--- config.mk ---
export PLATFORM = sky130hd
export DESIGN_NAME = memory_reader
export DESIGN_NICKNAME = d
export VERILOG_FILES = /design/src/rtl/npu_mem_pkg.sv /design/src/rtl/memory_reader.sv
export SDC_FILE = /design/constraint.sdc
export NUM_CORES = 1
export LEC_CHECK = 0
export CAP_MARGIN = 30
export CORE_MARGIN = 2
export CORE_UTILIZATION = 43
export CTS_CLUSTER_SIZE = 24
export DETAILED_ROUTE_END_ITERATION = 8
export PLACE_DENSITY = 0.77
export SLEW_MARGIN = 20
export SYNTH_ARGS = -nofsm -noshare
export SYNTH_HDL_FRONTEND = slang
export SYNTH_SLANG_ARGS = --single-unit
--- constraint.sdc ---
create_clock -name clk -period 2 [get_ports clk]
set_input_delay 0.4 -clock clk [delete_from_list [all_inputs] [get_ports clk]]
set_output_delay 0.4 -clock clk [all_outputs]
set_load 0.005 [all_outputs]
--- src/rtl/npu_mem_pkg.sv ---
// Shared definitions for the 4-bank NPU result/operand memory.
// The read and write paths both import this, so the bank map lives in one place.
package npu_mem_pkg;
    localparam int BANK_BITS   = 2;
    localparam int WORD_ADDR_W = 13;
    localparam logic [15:0] BANK_BASE [4] = '{16'h0000, 16'h4000, 16'h8000, 16'hC000};

    typedef enum logic [2:0] {IDLE, ISSUE, WAIT, SEND, FIN} rd_state_t;
    typedef logic [15:0] mem_word_t;
endpackage

--- src/rtl/memory_reader.sv ---
// Read-back path: fetches 16-bit words from the four banks and streams them
// out low byte first, with a ready/valid handshake toward the host transmitter.
//
// state | meaning
// IDLE  | waiting for start
// ISSUE | register word address and bank index
// WAIT  | RAM read latency, capture selected bank q at the end
// SEND  | present one byte, advance on accept
// FIN   | one-cycle done pulse
module memory_reader
    import npu_mem_pkg::*;
#(
    parameter int READ_LATENCY = 1
) (
    input  logic                   clk,
    input  logic                   rst,
    input  logic                   start,
    input  logic [15:0]            start_addr,
    input  logic [15:0]            byte_count,
    output logic [WORD_ADDR_W-1:0] ram_address,
    input  mem_word_t              ramIn1,
    input  mem_word_t              ramIn2,
    input  mem_word_t              ramIn3,
    input  mem_word_t              ramIn4,
    output logic [7:0]             byte_out,
    output logic                   byte_valid,
    input  logic                   byte_ready,
    output logic                   busy,
    output logic                   done
);
    localparam logic [1:0] LAT_LOAD = 2'(READ_LATENCY - 1);

    rd_state_t             state, state_nxt;
    logic [15:0]           addr;
    logic [15:0]           cnt;
    logic [BANK_BITS-1:0]  bank;
    logic [1:0]            lat_cnt;
    mem_word_t             word_buf;
    mem_word_t             bank_q;
    logic                  accept;

    always_comb begin
        case (bank)
            2'd0:    bank_q = ramIn1;
            2'd1:    bank_q = ramIn2;
            2'd2:    bank_q = ramIn3;
            default: bank_q = ramIn4;
        endcase
    end

    assign accept = (state == SEND) && byte_ready;

    always_comb begin
        state_nxt = state;
        case (state)
            IDLE:    if (start) state_nxt = (byte_count == 16'd0) ? FIN : ISSUE;
            ISSUE:   state_nxt = WAIT;
            WAIT:    if (lat_cnt == 2'd0) state_nxt = SEND;
            SEND: begin
                if (accept) begin
                    // Even byte just sent means the high byte is already buffered.
                    if (cnt == 16'd1)      state_nxt = FIN;
                    else if (!addr[0])     state_nxt = SEND;
                    else                   state_nxt = ISSUE;
                end
            end
            FIN:     state_nxt = IDLE;
            default: state_nxt = IDLE;
        endcase
    end

    always_ff @(posedge clk or posedge rst) begin
        if (rst) state <= IDLE;
        else     state <= state_nxt;
    end

    always_ff @(posedge clk or posedge rst) begin
        if (rst) begin
            addr        <= '0;
            cnt         <= '0;
            bank        <= '0;
            lat_cnt     <= '0;
            word_buf    <= '0;
            ram_address <= '0;
        end else begin
            case (state)
                IDLE: begin
                    if (start) begin
                        addr <= start_addr;
                        cnt  <= byte_count;
                    end
                end
                ISSUE: begin
                    ram_address <= addr[13:1];
                    bank        <= addr[15:14];
                    lat_cnt     <= LAT_LOAD;
                end
                WAIT: begin
                    if (lat_cnt != 2'd0) lat_cnt  <= lat_cnt - 2'd1;
                    else                 word_buf <= bank_q;
                end
                SEND: begin
                    if (byte_ready) begin
                        addr <= addr + 16'd1;
                        cnt  <= cnt - 16'd1;
                    end
                end
                default: ;
            endcase
        end
    end

    assign byte_valid = (state == SEND);
    assign byte_out   = addr[0] ? word_buf[15:8] : word_buf[7:0];
    assign busy       = (state == ISSUE) || (state == WAIT) || (state == SEND);
    assign done       = (state == FIN);
endmodule

**Word level (Yosys, flattened, before mapping)**

Cells that the tools add are included.

- Memories: 0
- ROM bits: 0
- Latch bits: 0
- Output and inout bits: 24
- Bits in registers: 68
- Word-level logic and storage cells: 54
- RAM bits: 0

- Multipliers: 0
- Add/subtract/negate cells: 3
- Reduce and logical (&&, ||, !) cells: 14
- Mux-type cells: 17
- Shifts and indexed selects: 0
- Equal/unequal tests: 12
- $lt $le $gt $ge: 0
- Bitwise operators: 1
- Div/mod/pow operators: 0

Operators with widths:

| cell | count |
|---|---|
| 2-to-1 mux 16 bit | 4 |
| case mux 16 bit (2 select lines) | 2 |
| case mux 16 bit (3 select lines) | 1 |
| adder 16 x 1 -> 16 bit (second input constant) | 1 |
| equality test 16 x 1 -> 1 bit (second input constant) | 1 |
| logical NOT 16 bit | 1 |
| subtractor 16 x 1 -> 16 bit (second input constant) | 1 |
| 2-to-1 mux 3 bit | 5 |
| case mux 3 bit (4 select lines) | 1 |
| 2-to-1 mux 8 bit | 1 |
| equality test 3 x 2 -> 1 bit (second input constant) | 2 |
| inequality test 2 bit (second input constant) | 3 |
| AND reduction 3 bit | 2 |
| nonzero test 2 bit | 3 |
| logical NOT 2 bit | 2 |
| 2-to-1 mux 2 bit | 2 |
| inequality test 2 x 1 -> 1 bit (second input constant) | 2 |
| case mux 2 bit (2 select lines) | 1 |
| AND reduction 2 bit | 2 |
| equality test 3 x 1 -> 1 bit (second input constant) | 1 |
| equality test 3 bit (second input constant) | 1 |
| logical NOT 3 bit | 1 |
| equality test 2 x 1 -> 1 bit (second input constant) | 1 |
| equality test 2 bit (second input constant) | 1 |
| other kinds (4) | 5 |

**Longest topological paths before layout**

- Depth after elaboration: 4
- Mapped depth: 8
- Gate-level depth less buffers: 6

**Worst setup path before layout**

Ideal clock, no wire load.

- Kind: register -> register
- Start: register cnt[6]
- End: register cnt[15]
- Cell stages (with the launch flop): 5
- Slack: 85 ps
- Clock period less this slack: 1915 ps
- Path buffers: 0
- Setup time: 132 ps
- Data arrival time: 1783 ps
- Path through: dfrtp_1 -> or4_4 -> or4_4 -> o311ai_2 -> nand3_1

- Word-level cells in the longest chain between the ends: 3

RTL lines:

| element | line | RTL |
|---|---|---|
| start: declaration | memory_reader.sv:35 | `logic [15:0] cnt;` |
| start signal: assignment | memory_reader.sv:90 | `cnt <= byte_count;` |
| start signal: assignment | memory_reader.sv:105 | `cnt <= cnt - 16'd1;` |
| subtractor 16 x 1 -> 16 bit | memory_reader.sv:105 |  |
| 2-to-1 mux 16 bit | memory_reader.sv:103 | `if (byte_ready) begin` |
| case mux 16 bit (2 select lines) | memory_reader.sv:86 | `case (state)` |

Every way passes these cells. The select of a mux whose other input is x is not followed.
A chain may end at the register's enable or synchronous reset.

**Final worst setup path**

- Start: register cnt[1]
- End: register cnt[15]

The elaborated chain is that of the path after synthesis.

==> impl_metrics.csv <==
group,metric,value,unit
run_status,status,"complete, no violations",
timing,timing.slew.headroom,68.4,%
setup_path,r2r.worst_path.cells,4,
placed_design,placed_cells,654,
setup_path,cp.required,2.22,ns
yosys,netlist_area,0.00411,mm²
detailed_routing,drc,0,
layout,diodes,0,
die,die_w,102,µm
die,row_count,35,
die,core_area,0.00924,mm²
clock_network,cts_tree,"yes",
timing,fin_crit_sh,97.8,%
yosys,synth_area_leader_cell,"dfrtp_1",
setup_path,endpoint,"cnt[15]",
timing,period_needed,1.96,ns
timing,setup_viol,0,
timing,finalHoldViolations,0,
layout,nNetsFinal,648,
timing,fmax,0.511,GHz
clock_network,cts_buffer_depth,2,
detailed_routing,ant_nets,0,
clock_network,clk_pin_slew,0.07,ns
yosys,synth.ff_latch_count,68,
pwr,p_leak,2.46,nW
yosys,synth_edf_count,0,
yosys,synth_flop_cell,"dfrtp_1",
die,io_pins,124,
yosys,synth_top_area_share,41.4,%
yosys,synth-async-reset-ratio,100,%
setup_path,crit_fanout,3,
yosys,seq_area_frac_synth,41.4,%
setup_path,startpoint_type,"flip-flop",
layout,final_core_util,65.5,%
clock_network,cts_root_buf,"clkbuf_8",
yosys,ys_warn_count,0,
clock_network,clk_latency,0.34,ns
setup_path,worstSetupStartpoint,"cnt[1]",
setup_path,r2r_end,"cnt[15]",
timing,setup-tns-final,0,ns
grt,grt_pass1_wl,18000,µm
timing,skew,0.00513,ns
yosys,synth.distinct_cells,58,
placed_design,io_buffers,123,
setup_path,cp.arrival,2.17,ns
yosys,synth_cells,388,
setup_path,worstSetupPathType,"flip-flop to flip-flop",
detailed_routing,via_per_inst,5.66,
pwr,power_density,1430,mW/mm²
yosys,ys_top_cells_by_area,"dfrtp_1 41%, mux2_2 11%, mux4_2 8.8%",
timing,final_max_slew_viol_count,0,
grt,track_usage,22.1,%
pwr,ir_worst_vdd,0.750,mV
placed_design,pre_cts_ws,-0.263,ns
layout,most-common-layout-cells,"113 x clkdlybuf4s50_1, 67 x dfrtp_1, 44 x buf_4",
setup_path,crit_path_end_kind,"flip-flop",
grt,antenna_found_initial,0,
layout,area_delta_synth_final,47.1,%
clock_network,hold_buffers,0,
pwr,total_power,0.00865,W
layout,final_common_cell,"clkdlybuf4s50_1",
timing,grt_setup_unrepaired,"true",
grt,grt_max_degree,44,
layout,drive_gt1_share,25.5,%
grt,grt.overflow.total,0,
detailed_routing,routed_wl,11700,µm
placed_design,globalplace.congestion,0.855,
clock_network,cts_sinks,68,
die,start_util,44.5,%
run,drv_cap,0,
detailed_routing,avgRoutedWirePerCell,17.2,µm
yosys,synth_area_per_cell,10.6,µm²
grt,grt_pass1_vias,3833,
worst_hold_path,hp-class,"input pin to asynchronous set/reset pin",
detailed_routing,vias,3833,
layout,fin_cells,677,
die,floorplan.die.height,102,µm
placed_design,hpwl,8530,µm
detailed_routing,dr.pass1.iters,5,
detailed_routing,drtIter0Drc,224,
setup_path,reg2reg_slack,0.04,ns
setup_path,worstReg2RegStart,"cnt[1]",
yosys,synthesis.nets,492,
die,die-area,0.0104,mm²
timing,fin_ws,0.0447,ns
clock_network,cts_htree_levels,3,
timing,tightest_slew,0.470,ns
clock_network,cts_made_buffers,9,
==> metal layers <==
metal | GRT usage [%] | wire, µm | vias up
li1 | - | - | 1811
met1 | 27.1 | 4940 | 1854
met2 | 38.1 | 5610 | 152
met3 | 4.90 | 934 | 16
met4 | 8.00 | 176 | 0
met5 | 0 | 0 | -
==> worst min path at each step <==
stage | from | to | cells after the start
after floorplan | lat_cnt[1] | lat_cnt[1] | 1
after global placement | word_buf[9] | word_buf[9] | 1
after detailed placement | lat_cnt[1] | lat_cnt[1] | 1
after CTS | rst | word_buf[9] | 2
after global routing | rst | word_buf[9] | 2
final | rst | word_buf[9] | 2
==> worst max-delay path, cell delays in order (launching register included) <==
cell and delay (ns):
dfrtp_1 0.41, or4_4 0.53, or4_4 0.55, o311ai_4 0.22
nand3_1 0.12
==> state kept, by name (all words and copies together) (netlist names) <==
signal       count
addr            16
bank             2
cnt             16
lat_cnt          2
ram_address     13
state            3
word_buf        16
==> through the flow <==
step	hold WS, ns	area (µm²)
final	0.377	6050
after global routing	0.395	6050
after CTS	0.375	5960
after detailed placement	0.485	5730
after global placement	0.484	5730
after floorplan	0.466	4120
==> Yosys cell counts (all sizes together) (3+ instances only) <==
cell     instances
a41o             3
or4              7
and2             6
nand3            8
nor2            22
a21oi           24
buf              9
ha               4
o2bb2ai          4
mux2i            5
dfrtp           68
o22ai            9
nor4             9
a32oi            3
a31oi            5
and3             4
o21ai           23
a2bb2oi          8
o22a             4
mux4            16
nand2           23
a22o             3
nand4           10
a22oi            3
inv             11
clkbuf          18
nor3             9
mux2            40
==> power by group <==
group,internal [W],switching (W),total [W],leakage (nW)
Sequential,0.00202,0.000605,0.00262,0.781
Clock,0.000691,0.000520,0.00121,0.102
Combinational,0.00265,0.00216,0.00481,1.58
==> cells by family (layout without fill, tap and decap cells) <==
| logic type | Yosys count | count (layout) | synth area share, % |
|---|---|---|---|
| AND/OR/NAND/NOR | 114 | 114 | 15.3 |
| multiplexers | 61 | 61 | 20.9 |
| adder cells (fa/ha/maj) | 4 | 4 | 1.22 |
| flip-flops | 68 | 68 | 41.4 |
| AO/OA/AOI/OAI | 103 | 103 | 16.9 |
| buffers and inverters | 38 | 198 | 4.35 |
==> cell type report <==
type | instances | area, µm²
clock inverter | 5 | 77.6
timing repair buffer | 172 | 1650
tap | 129 | 161
clock buffer | 10 | 128
fill | 723 | 3190
inverter | 11 | 45.0
multi-input combinational | 282 | 2290
sequential | 68 | 1700
==> repair_timing <==
item / 4_1_cts / 5_1_grt
resized for setup: 13 / 9
setup endpoints to repair: 12 / 6
pin swaps: 0 / 6
buffers inserted: 2 / 6
(Power assumes the default switching activity.)
